[config.mk]
export PLATFORM = sky130hd
export DESIGN_NAME = round_sequencer
export DESIGN_NICKNAME = d
export VERILOG_FILES = /design/src/rtl/round_seq_pkg.sv /design/src/rtl/tick_edge_det.sv /design/src/rtl/round_sequencer.sv
export SDC_FILE = /design/constraint.sdc
export NUM_CORES = 1
export LEC_CHECK = 0
export BUFFER_PORTS_ARGS = -buffer_cell sky130_fd_sc_hd__clkbuf_2
export CAP_MARGIN = 15
export CORE_ASPECT_RATIO = 0.5
export CORE_MARGIN = 10
export CORE_UTILIZATION = 50
export DETAILED_ROUTE_END_ITERATION = 8
export PLACE_DENSITY = 0.74
export SKIP_LAST_GASP = 1
export SLEW_MARGIN = 20
export SYNTH_ARGS = -nofsm -noshare
export SYNTH_HDL_FRONTEND = slang
export SYNTH_HIERARCHICAL = 1
export SYNTH_SLANG_ARGS = --single-unit
[constraint.sdc]
create_clock -name Clk100M -period 4.4 [get_ports Clk100M]
set_input_delay 0 -clock Clk100M [delete_from_list [all_inputs] [get_ports Clk100M]]
set_output_delay 0 -clock Clk100M [all_outputs]
set_load 0.02 [all_outputs]
[src/rtl/round_seq_pkg.sv]
// rtl/round_seq_pkg.sv - shared types and constants for the round sequencer
//
// Holds the FSM state enum, datapath width constants and the seven-segment
// lookup (bit0=a ... bit6=g, bit7=dp, 1=lit) for hex digits 0-F.
package round_seq_pkg;

  localparam int ROUND_W = 4;
  localparam int SCORE_W = 4;
  localparam int SEC_W   = 4;
  localparam int COUNT_W = 8;
  localparam int SEG_W   = 8;

  typedef enum logic [2:0] {
    ST_IDLE,
    ST_SHOW,
    ST_ASK,
    ST_WAIT_POST,
    ST_SCORE,
    ST_DONE
  } state_e;

  localparam logic [SEG_W-1:0] SEG_LUT [16] = '{
    8'h3F, 8'h06, 8'h5B, 8'h4F, 8'h66, 8'h6D, 8'h7D, 8'h07,
    8'h7F, 8'h6F, 8'h77, 8'h7C, 8'h39, 8'h5E, 8'h79, 8'h71
  };

  function automatic logic [SEG_W-1:0] seg7(input logic [3:0] digit);
    return SEG_LUT[digit];
  endfunction

endpackage

[src/rtl/tick_edge_det.sv]
// rtl/tick_edge_det.sv - slow-clock synchroniser and rising-edge tick pulse
//
// Ports:
//   clk_i    fast system clock
//   rst_n_i  asynchronous active-low reset
//   slow_i   slow clock, treated as asynchronous data
//   tick_o   one-cycle pulse per synchronised rising edge of slow_i
module tick_edge_det (
  input  logic clk_i,
  input  logic rst_n_i,
  input  logic slow_i,
  output logic tick_o
);

  logic sync1_q;
  logic sync2_q;
  logic prev_q;

  always_ff @(posedge clk_i or negedge rst_n_i) begin
    if (!rst_n_i) begin
      sync1_q <= 1'b0;
      sync2_q <= 1'b0;
      prev_q  <= 1'b0;
    end else begin
      sync1_q <= slow_i;
      sync2_q <= sync1_q;
      prev_q  <= sync2_q;
    end
  end

  assign tick_o = sync2_q & ~prev_q;

endmodule

[src/rtl/round_sequencer.sv]
// rtl/round_sequencer.sv - game round FSM: show, ask, collect answer, score
//
// Optional feature macro: ROUND_TIMEOUT_EN (forfeit a round after
// TIMEOUT_SECS ticks in WAIT_POST without postSig).
//
// Ports:
//   Clk100M      sole clock, rising edge
//   Rst_n        asynchronous active-low reset
//   Clk1Hz       slow clock, synchronised; each rising edge is one tick
//   startBtn     debounced level, rising edge starts a game in IDLE/DONE
//   postSig      one-cycle pulse, answer window closed
//   userCount    player's count, valid with postSig
//   targetCount  symbol-generator count, latched on entry to SHOW
//   answerSig    one-cycle pulse opening the answer window (ASK)
//   showEn       high throughout SHOW
//   roundNum     current round, 0 when idle
//   score        correct answers this game, saturating at 15
//   gameOver     high in DONE
//   roundSeg     registered seven-segment pattern of roundNum
//   scoreSeg     registered seven-segment pattern of score
module round_sequencer
  import round_seq_pkg::*;
#(
  parameter int unsigned NUM_ROUNDS   = 5,
  parameter int unsigned SHOW_SECS    = 3,
  parameter int unsigned TIMEOUT_SECS = 8
) (
  input  logic               Clk100M,
  input  logic               Rst_n,
  input  logic               Clk1Hz,
  input  logic               startBtn,
  input  logic               postSig,
  input  logic [COUNT_W-1:0] userCount,
  input  logic [COUNT_W-1:0] targetCount,
  output logic               answerSig,
  output logic               showEn,
  output logic [ROUND_W-1:0] roundNum,
  output logic [SCORE_W-1:0] score,
  output logic               gameOver,
  output logic [SEG_W-1:0]   roundSeg,
  output logic [SEG_W-1:0]   scoreSeg
);

  if (NUM_ROUNDS < 1 || NUM_ROUNDS > 15) begin : g_bad_rounds
    $error("NUM_ROUNDS must be 1..15");
  end
  if (SHOW_SECS < 1 || SHOW_SECS > 15) begin : g_bad_show
    $error("SHOW_SECS must be 1..15");
  end
  if (TIMEOUT_SECS < 1 || TIMEOUT_SECS > 15) begin : g_bad_timeout
    $error("TIMEOUT_SECS must be 1..15");
  end

  state_e               state_q, state_d;
  logic [SEC_W-1:0]     sec_q, sec_d;
  logic [ROUND_W-1:0]   round_q, round_d;
  logic [SCORE_W-1:0]   score_q, score_d;
  logic [COUNT_W-1:0]   target_q, target_d;
  logic [COUNT_W-1:0]   user_q, user_d;
  logic                 start_q;
  logic [SEG_W-1:0]     round_seg_q, score_seg_q;
  logic                 tick;
  logic                 start_edge;
  logic                 point_ok;
`ifdef ROUND_TIMEOUT_EN
  logic                 timeout_q, timeout_d;
`endif

  tick_edge_det u_tick (
    .clk_i   (Clk100M),
    .rst_n_i (Rst_n),
    .slow_i  (Clk1Hz),
    .tick_o  (tick)
  );

  // startBtn is already debounced, so one flop is enough to find its edge;
  // a held button never re-triggers because start_q stays high.
  assign start_edge = startBtn & ~start_q;

`ifdef ROUND_TIMEOUT_EN
  assign point_ok = (user_q == target_q) && !timeout_q;
`else
  assign point_ok = (user_q == target_q);
`endif

  always_comb begin
    state_d  = state_q;
    sec_d    = sec_q;
    round_d  = round_q;
    score_d  = score_q;
    target_d = target_q;
    user_d   = user_q;
`ifdef ROUND_TIMEOUT_EN
    timeout_d = timeout_q;
`endif
    // A tick is only acted on by the state that is current when it arrives,
    // so a tick coinciding with a transition never leaks into the new state.
    case (state_q)
      ST_IDLE, ST_DONE: begin
        if (start_edge) begin
          score_d  = '0;
          round_d  = ROUND_W'(1);
          sec_d    = '0;
          target_d = targetCount;
`ifdef ROUND_TIMEOUT_EN
          timeout_d = 1'b0;
`endif
          state_d  = ST_SHOW;
        end
      end
      ST_SHOW: begin
        if (tick) begin
          if (sec_q == SEC_W'(SHOW_SECS - 1)) begin
            sec_d   = '0;
            state_d = ST_ASK;
          end else begin
            sec_d = sec_q + SEC_W'(1);
          end
        end
      end
      ST_ASK: begin
        sec_d   = '0;
        state_d = ST_WAIT_POST;
      end
      ST_WAIT_POST: begin
        // postSig is tested first so an answer coinciding with the timeout
        // tick is still scored.
        if (postSig) begin
          user_d  = userCount;
          sec_d   = '0;
          state_d = ST_SCORE;
        end
`ifdef ROUND_TIMEOUT_EN
        else if (tick) begin
          if (sec_q == SEC_W'(TIMEOUT_SECS - 1)) begin
            sec_d     = '0;
            timeout_d = 1'b1;
            state_d   = ST_SCORE;
          end else begin
            sec_d = sec_q + SEC_W'(1);
          end
        end
`endif
      end
      ST_SCORE: begin
        if (point_ok && (score_q != {SCORE_W{1'b1}})) begin
          score_d = score_q + SCORE_W'(1);
        end
`ifdef ROUND_TIMEOUT_EN
        timeout_d = 1'b0;
`endif
        if (round_q == ROUND_W'(NUM_ROUNDS)) begin
          state_d = ST_DONE;
        end else begin
          round_d  = round_q + ROUND_W'(1);
          target_d = targetCount;
          sec_d    = '0;
          state_d  = ST_SHOW;
        end
      end
      default: state_d = ST_IDLE;
    endcase
  end

  always_ff @(posedge Clk100M or negedge Rst_n) begin
    if (!Rst_n) begin
      state_q     <= ST_IDLE;
      sec_q       <= '0;
      round_q     <= '0;
      score_q     <= '0;
      target_q    <= '0;
      user_q      <= '0;
      start_q     <= 1'b0;
      round_seg_q <= seg7(4'h0);
      score_seg_q <= seg7(4'h0);
`ifdef ROUND_TIMEOUT_EN
      timeout_q   <= 1'b0;
`endif
    end else begin
      state_q     <= state_d;
      sec_q       <= sec_d;
      round_q     <= round_d;
      score_q     <= score_d;
      target_q    <= target_d;
      user_q      <= user_d;
      start_q     <= startBtn;
      // Driven from the registered values, hence one cycle behind them.
      round_seg_q <= seg7(round_q);
      score_seg_q <= seg7(score_q);
`ifdef ROUND_TIMEOUT_EN
      timeout_q   <= timeout_d;
`endif
    end
  end

  assign answerSig = (state_q == ST_ASK);
  assign showEn    = (state_q == ST_SHOW);
  assign gameOver  = (state_q == ST_DONE);
  assign roundNum  = round_q;
  assign score     = score_q;
  assign roundSeg  = round_seg_q;
  assign scoreSeg  = score_seg_q;

endmodule
== Word-level counts from Yosys, hierarchy flattened ==
Memory sizes are Yosys's and may differ from the RTL's. A register that Yosys moved wholly into a read port is not among the register bits.
Index checks and enable logic that the tools add are counted.

* $add $sub $neg: 3
* Equality and inequality tests: 15
* Multiplexer cells: 20
* Bitwise gates (word level): 6
* Reductions and logical operators: 12

{| class="wikitable"
|+ Operator list
! cell !! count
|-
| 4-bit two-way mux || 8
|-
| 4-bit case mux with 5 select lines || 1
|-
| 8-bit two-way mux || 2
|-
| 4-bit case mux with 2 select lines || 2
|-
| 8-bit case mux with 2 select lines || 1
|-
| 3-bit two-way mux || 5
|-
| 3-bit case mux with 5 select lines || 1
|-
| 4-bit by 1-bit adder with 4-bit output (second input constant) || 3
|-
| 4-bit NOT with 5-bit output || 2
|-
| 8-bit == test || 1
|-
| 2-bit != test (second input constant) || 4
|-
| 3-bit by 2-bit == test with 1-bit output (second input constant) || 2
|-
| 3-bit == test (second input constant) || 2
|-
| 3-bit AND reduction || 2
|-
| 5-bit AND reduction || 1
|-
| 5-bit nonzero test || 1
|-
| 4-bit by 2-bit == test with 1-bit output (second input constant) || 1
|-
| 4-bit by 3-bit == test with 1-bit output (second input constant) || 1
|-
| 2-bit by 1-bit != test with 1-bit output (second input constant) || 2
|-
| 4-bit != test (second input constant) || 1
|-
| 4-bit AND reduction || 1
|-
| 3-bit by 1-bit == test with 1-bit output (second input constant) || 1
|-
| 3-bit zero test || 1
|-
| 1-bit bitwise AND || 2
|-
| 6 further kinds || 8
|}

* Register bits: 35
* Memory bits (read-only): 256
* Output and inout bits: 27
* Word-level logic and storage cells: 68
* Memories kept: 2

{| class="wikitable"
|+ Memory list
! memory !! words !! bits a word !! rd ports !! clocked after Yosys merged registers in !! wr ports !! RTL line !! text
|-
| (name not given) || 16 || 8 || 1 || 1 || 0 || round_seq_pkg.sv:28 || <nowiki>return SEG_LUT[digit];</nowiki>
|-
| (name not given) || 16 || 8 || 1 || 1 || 0 || round_seq_pkg.sv:28 ||
|}

== Logic depth before layout (Yosys ltp) ==
Gate-level depths: netlist of the first run.

* Word-level depth: 4
* Mapped depth: 7
* Gate-level depth less buffers: 7

== Modules after synthesis ==
The synthesis of the first run kept the hierarchy.

{| class="wikitable"
|+ By module, submodules not included
! module !! times used !! cells each !! area each (um^2) !! seq. area each (um^2)
|-
| round_sequencer || 1 || 237 || 2518.7 || 1166.1
|-
| tick_edge_det || 1 || 4 || 88.8 || 75.1
|}

== Worst setup path before layout of the first run ==
Ideal clock, no wire load.

* Kind: register to register
* Start: reg round_q[1], in the netlist roundNum[1]
* End: reg sec_q[3]
* Library setup time: 69 ps
* Data arrival time: 1734 ps
* Required time: 4331 ps
* Path slack: 2597 ps
* Stages on the path, launching flop included: 7
* Path buffers: 0
* Clock period less this slack: 1803 ps
* Cells stage by stage: dfrtp_1 -> inv_1 -> ha_1 -> nand3_2 -> nand4bb_2 -> or4_1 -> nand3_1

* Cells in the longest elaborated chain, start to end: 3

{| class="wikitable"
|+ RTL lines
! element !! RTL line !! text
|-
| start, declared || round_sequencer.sv:56 || <nowiki>logic [ROUND_W-1:0] round_q, round_d;</nowiki>
|-
| start signal, assigned || round_sequencer.sv:182 || <nowiki>round_q <= round_d;</nowiki>
|-
| 4-bit by 3-bit == test with 1-bit output || round_sequencer.sv:152 || <nowiki>if (round_q == ROUND_W'(NUM_ROUNDS)) begin</nowiki>
|-
| 2-bit != test (no line) || -- ||
|-
| 5-bit AND reduction (no line) || -- ||
|-
| end signal, assigned || round_sequencer.sv:168 || <nowiki>sec_q <= '0;</nowiki>
|-
| end signal, assigned || round_sequencer.sv:181 || <nowiki>sec_q <= sec_d;</nowiki>
|-
| end, declared || round_sequencer.sv:55 || <nowiki>logic [SEC_W-1:0] sec_q, sec_d;</nowiki>
|}

Every way passes these cells.
A chain may end at the register's enable or synchronous reset.

== Worst setup path after layout of the first run ==
* Start: reg state_q[2]
* End: reg target_q[6]

* Cells in the longest elaborated chain, start to end: 4

{| class="wikitable"
|+ RTL lines
! element !! RTL line !! text
|-
| start, declared || round_sequencer.sv:54 || <nowiki>state_e state_q, state_d;</nowiki>
|-
| start signal, assigned || round_sequencer.sv:180 || <nowiki>state_q <= state_d;</nowiki>
|-
| 3-bit == test / 3-bit zero test (equally long branches) || round_sequencer.sv:98 || <nowiki>case (state_q)</nowiki>
|-
| 2-bit OR reduction || round_sequencer.sv:98 ||
|-
| 2-bit != test (no line) / 2-bit nonzero test (equally long branches) || -- ||
|-
| 3-bit AND reduction (no line) || -- ||
|-
| end signal, assigned || round_sequencer.sv:184 || <nowiki>target_q <= target_d;</nowiki>
|-
| end, declared || round_sequencer.sv:58 || <nowiki>logic [COUNT_W-1:0] target_q, target_d;</nowiki>
|}

Parallel ways exist; a longest one is shown, timed or not.

==> results.md, run 1 <==
* Num CTS Buffers at 5
* Min-Delay Path Class: in2reg
* Outcome: finished, final reports clean
* Max Fanout on Critical Path at 14
* Sequential area share after synthesis at 47.6%
* Root buffer cell: clkbuf_8
* Setup total negative slack at 0 ps
* Ranking of synthesized cells by area: dfrtp_1, dfstp_2, ha_1
* R2R setup slack at 2360 ps
* Core Util, Final at 63.2%
* Fraction of layout cells with a size suffix above 1 at 28.6%
* Clock sinks at 49
* Total Wirelength at 5270 um
* Post-DP HPWL at 3870 um
* Critical Path AT at 2240 ps
* Final #Nets at 342
* Async S/R FF share, synth at 100%
* Design Area, Final at 3140 um^2
* Internal Power at 0.00109 W
* Setup bufs post-CTS at 0
* Clk_lat worst skew at 310 ps
* RSZ-0062 raised after global routing: false
* Ys flop type: dfrtp_1
* Antenna cell count at 0
* Synth area leader: dfrtp_1
* Post-synthesis mux area share at 8.54%
* Initial antenna violation count at 0
* Peak supply drop at 242 uV
* Post-synthesis adder-cell area fraction at 8.64%
* DP Worst Slack at 2360 ps
* CTS tree: yes
* Drt first pass iters at 4
* Critical path class: reg2reg
* Post-layout minimum cycle time at 2040 ps
* Initial DRC count at 74
* Synthesized area per cell at 10.8 um^2
* Endpoint type of the worst setup path: register
* Setup violators final at 0
* Post-CTS sizing at 0
* Netlist cell types at 56
* First-pass GRT wire length at 8950 um
* FF+latch count, synth at 49
* Post-synth top cells: dfrtp_1, nand2_1, ha_1, a21oi_1
* Number of flops mapped to enable cells by yosys at 0
* Grt total ovfl at 0
* Sw Ratio at 40.6%
* Total track usage at 12.7%
* Total core area at 4980 um^2
* Max Slew Vio Count at 0
* Largest net degree at the start of global routing at 50
* Required @ worst endpoint at 4600 ps
* Placement Cell Area at 2870 um^2
* Power per cell area at 584 nW/um^2
* Synthesized cell area at 2610 um^2
* Synthesis warning total at 6
* I/O pin total at 48
* Max Clock Freq at 0.490 GHz
* Tot Pwr at 0.00184 W
* Largest family of logic cells by synthesized area: simple AND/OR/NAND/NOR gates
* Flop pwr share at 42.9%
* Post-Synth Simple-Gate Area at 15.5%
* Post-Synthesis Cells at 241
* Slew @ Worst Pin at 636 ps
* Startpoint types: register
* Sw power at 0.000746 W
* DIE AREA at 8680 um^2
* Gpl congestion at 0.829
* Final antenna-violating net count at 0
* Chip width at 122 um
* Initial Utilization at 52.4%
* Final Skew at 5.41 ps
* Area Growth Syn to Fin at 20.6%
* Worst slew margin at 57.2%
* Cell Rows at 18
* Final hold vios at 0
* Via density at 5.15
* CTS max path bufs at 2
* Slack of the critical path at 2360 ps
* Max_cap viols at 0
* Top cell type's share of synthesized area at 35.5%
* Gate power share at 42.8%
* Post-synthesis compound-gate area fraction at 12.2%
* Chip Height at 71.1 um
* Clk pin slew, worst setup/hold paths at 90 ps
* DR vias at 1927
* Port Buf Inserts at 45
* Period Utilization, post-route at 46.3%
* Top-count cell post-synth: dfrtp_1
* Vias in the first global route at 1908
* Wirelength per Cell at 14.1 um
* Synth Area in XOR/XNOR at 3.02%
* Static leakage at 1.40 nW
* # DRC at 0
* H-tree depth at 2
* Clock network power share at 14.3%
[power by group through the flow]
stage                     sequential, W  clock, W  combinational [W]
after floorplan                0.000787         0           0.000594
after global placement         0.000781         0           0.000759
after detailed placement       0.000796         0           0.000779
after CTS                      0.000788  0.000269           0.000794
after global routing           0.000815  0.000297           0.000875
final                          0.000787  0.000263           0.000785
[cell type report]
type                            count  area (um^2)
Clock buffer                        5         68.8
Clock inverter                      3         17.5
Fill cell                         398         1830
Inverter                           13         48.8
Multi-Input combinational cell    169         1260
Sequential cell                    49         1240
Tap cell                           70         87.6
Timing Repair Buffer               65          423
[per-layer routing]
| metal | share of wire (%) | GRT usage [%] |
|---|---|---|
| met1 | 45 | 14.8 |
| met2 | 47 | 20.8 |
| met3 | 7.1 | 5.38 |
| met4 | 1.3 | 3.90 |
| met5 | 0 | 0 |
[worst max-delay path: stages, from the launching register on]
cell     delay (ps)
dfrtp_1         560
nor3b_4         460
nand3_2         180
and2_1          360
mux2_1          380
[path summary, 6_finish.rpt]
check	from	endpoint	cells after the start
worst max-delay path	state_q[2]	target_q[6]	4
worst min-delay path	postSig	state_q[1]	4
worst max register to register	state_q[2]	target_q[6]	4
worst min register to register	u_tick/sync1_q	u_tick/sync2_q	0
max in group asynchronous	Rst_n	score[2]	3
min in group asynchronous	Rst_n	sec_q[2]	3
[kinds of logic after synthesis]
group	count (synthesis)
muxes	20
DFF	49
buffers and inverters	24
AOI/OAI and AO/OA	51
and+or+nand+nor	69
other	1
adders and majority gates	18
xor gates and xnor gates	9
[metrics by stage]
| step | hold WS, ps | cells |
|---|---|---|
| 6_report | 58.0 | 374 |
| 3_5_place_dp | 118 | 347 |
| 4_1_cts | 58.1 | 374 |
| 5_1_grt | 74.9 | 374 |
| 3_3_place_gp | 114 | 347 |
| 2_1_floorplan | -296 | 242 |
[repair_timing]
item / in CTS / in global routing
endpoints found under the hold margin: 55 / 0
hold buffers: 19 / 0
endpoints found under the setup margin: 0 / 0
[cell usage in the layout (no fill, tap or decap), types with 7 or more instances in the layout]
master and count:
xnor2_1 7, a31oi_1 7, clkbuf_2 45, mux2_2 9
mux2_1 9, inv_1 12, o21ai_0 12, nand2_1 19
dfstp_2 12, ha_1 18, dfrtp_1 37, a21oi_1 14
dlygate4sd3_1 19, nand3_1 9, nor2_1 8
[state kept, by name, indices dropped and copies added, names as in the netlist]
name / count
u_tick/prev_q: 1
state_q: 3
scoreSeg: 7
score: 4
sec_q: 4
start_q: 1
target_q: 8
roundSeg: 7
roundNum: 4
user_q: 8
u_tick/sync1_q: 1
u_tick/sync2_q: 1
Power figures use the tool's default switching activity.
==> inputs of run 2 (changes only) <==
--- a/config.mk
+++ b/config.mk
@@ -11,7 +11,7 @@
 export CORE_MARGIN = 10
 export CORE_UTILIZATION = 50
 export DETAILED_ROUTE_END_ITERATION = 8
-export PLACE_DENSITY = 0.74
+export PLACE_DENSITY = 0.77
 export SKIP_LAST_GASP = 1
 export SLEW_MARGIN = 20
 export SYNTH_ARGS = -nofsm -noshare
==> constraint.sdc (replaced) <==
create_clock -name Clk100M -period 1.8 [get_ports Clk100M]
set_input_delay 0 -clock Clk100M [delete_from_list [all_inputs] [get_ports Clk100M]]
set_output_delay 0 -clock Clk100M [all_outputs]
set_load 0.02 [all_outputs]
==> run 2 against run 1 <==
Non-clock buffer count up 18. Total power grew to 2.7 times the previous value. Worst setup slack got worse by 2300 ps. Via count rose by 5.4%. Critical endpoint is now sec_q[3].
==> results.md, run 2 (synthesized netlist as in run 1, its figures left out) <==
* Post-layout minimum cycle time at 1710 ps (-325 ps)
* DR vias at 2031 (+5.4%)
* Slowest-stage cell, CP: dfrtp_2
* Largest regs: target_q: 8 flops, user_q: 8 flops
* Setup violators final at 0 (unchanged)
* Endpoint type of the worst setup path: register
* Max Fanout on Critical Path at 10 (-4)
* Max Slew Vio Count at 0 (unchanged)
* Worst slew margin at 56.3% (-0.99 points)
* Fraction of layout cells with a size suffix above 1 at 33.5% (+4.9 points)
* Post-DP HPWL at 4210 um (+8.8%)
* Hold Path Origin: postSig
* Commonest non-fill, non-tap cell in the layout: clkbuf_2
* Initial antenna violation count at 0 (unchanged)
* Required @ worst endpoint at 2040 ps (-2560 ps)
* I/O pin total at 48 (unchanged)
* Capturing point of the worst reg2reg path: sec_q[3]
* Final hold vios at 0 (unchanged)
* H-tree depth at 2 (unchanged)
* Critical path class: reg2reg
* Final antenna-violating net count at 0 (unchanged)
* Num CTS Buffers at 5 (unchanged)
* Final #Nets at 360 (+5.3%)
* Clk pin slew, worst setup/hold paths at 100 ps (about the same)
* R2R setup slack at 90 ps (-2280 ps)
* Clk_lat worst skew at 310 ps (about the same)
* Critical Path AT at 1960 ps (-280 ps)
* Crit path launch: state_q[0]
* Via density at 5.18 (+0.56%)
* Worst r2r path cells at 5 (+1)
* First-pass GRT wire length at 9430 um (+5.4%)
* Register area at 1240 um^2 (+0.30%)
* Tot Pwr at 0.00501 W (+170%)
* Setup total negative slack at 0 ps (unchanged)
* DIE AREA at 8680 um^2 (unchanged)
* Max_cap viols at 0 (unchanged)
* Hold endpoint: state_q[1]
* Gpl congestion at 0.836 (+0.89%)
* Root buffer cell: clkbuf_8
* Cell Rows at 18 (unchanged)
* Outcome: finished, final reports clean
* Drt first pass iters at 4 (unchanged)
* Area of the multi-input gates at 1260 um^2 (+0.40%)
* Total core area at 4980 um^2 (unchanged)
* Power per cell area at 1500 nW/um^2 (+160%)
* Total track usage at 13.4% (+0.70 points)
* Slew @ Worst Pin at 656 ps (+20.2 ps)
* Static leakage at 1.52 nW (+8.2%)
* Peak supply drop at 667 uV (+180%)
* RR Startpoint: state_q[0]
* Antenna cell count at 0 (unchanged)
* Initial DRC count at 127 (+72%)
* Min-Delay Path Class: in2reg
* Fillers at 371 (-6.8%)
* Final Skew at 16.1 ps (+10.7 ps)
* Chip Height at 71.1 um (unchanged)
* CTS max path bufs at 2 (unchanged)
* CP cell instances: nor2b_1, and3_1, nand4bb_2, or4_1, nand3_1
* Area Growth Syn to Fin at 28.2%
* Grt total ovfl at 0 (unchanged)
* Chip width at 122 um (unchanged)
* Total Wirelength at 5850 um (+11%)
* Commonest non-fill, non-tap cells in the layout: clkbuf_2, dfrtp_1, nand2_1, dlygate4sd3_1, ha_1
* Startpoint types: register
* Hold path depth at 4 (unchanged)
* Initial Utilization at 52.4% (unchanged)
* Vias in the first global route at 1959 (+2.7%)
* RSZ-0062 raised after global routing: true
* Port Buf Inserts at 45 (unchanged)
* Period Utilization, post-route at 95.2% (+49 points)
* # DRC at 0 (unchanged)
* Wirelength per Cell at 14.9 um (+6.0%)
* CTS tree: yes
* Clock sinks at 49 (unchanged)
* Max Clock Freq at 0.583 GHz (+19%)
* Largest net degree at the start of global routing at 26 (-48%)
* Worst stage delay on the critical path at 500 ps (-60 ps)
[run 2: cell types whose count changed in the layout (fill, tap and decap cells not counted), sizes merged]
| cell | previous run | this run |
|---|---|---|
| clkinv | 2 | 0 |
| bufinv | 0 | 1 |
| buf | 1 | 19 |
| clkbuf | 50 | 52 |
| clkinvlp | 1 | 0 |
[run 2: layout make-up]
| class | count | area share (%) |
|---|---|---|
| inverters | 13 | 1.46 |
| well taps | 70 | 2.62 |
| flip-flops and latches | 49 | 37.2 |
| clock inverters | 1 | 0.898 |
| multi-input cells | 169 | 37.8 |
| repair buffers | 83 | 17.4 |
| clock buffers | 7 | 2.58 |
[run 2: routing by layer]
| metal | track usage, % | wire (um) | vias to the layer above |
|---|---|---|---|
| li1 | - | - | 997 |
| met1 | 15.8 | 2530 | 967 |
| met2 | 22.1 | 2770 | 49 |
| met3 | 3.72 | 345 | 18 |
| met4 | 6.75 | 212 | 0 |
| met5 | 0 | 0 | - |
[run 2: worst max-delay path by stage]
stage / cells after the start / to
after floorplan: 6 / score[1]
after global placement: 5 / sec_q[3]
after detailed placement: 5 / sec_q[3]
after CTS: 5 / sec_q[3]
after global routing: 6 / sec_q[2]
final: 5 / sec_q[3]
[run 2: worst max-delay path, delay by kind of cell, from the launching register on]
family | cells | cell delay (ps)
flops | 1 | 500
simple gates | 5 | 1140
[run 2: stage by stage]
step | utilization (%) | hold WS, ps | cell area (um^2) | instances | worst slack [ps]
global placement | 60.7 | 37.1 | 3020 | 364 | 102
CTS | 66.9 | 66.5 | 3330 | 391 | 6.99
floorplan | - | -296 | 2610 | 242 | 27.9
finish | 67.2 | 82.0 | 3340 | 392 | 85.7
global route | 67.2 | 142 | 3340 | 392 | -108
detailed placement | 60.7 | 50.7 | 3020 | 364 | 22.7
[run 2: power by group]
group / internal, W / switching [W] / leakage (nW)
logic: 0.00110 / 0.00127 / 0.873
registers: 0.00152 / 0.000287 / 0.585
clock network: 0.000454 / 0.000368 / 0.0585
[run 2: timing repair]
action / CTS / global route
endpoints found under the hold margin: 42 / 0
resized for setup: 0 / 3
buffers inserted: 0 / 1
hold buffers: 19 / 0
endpoints found under the setup margin: 0 / 15
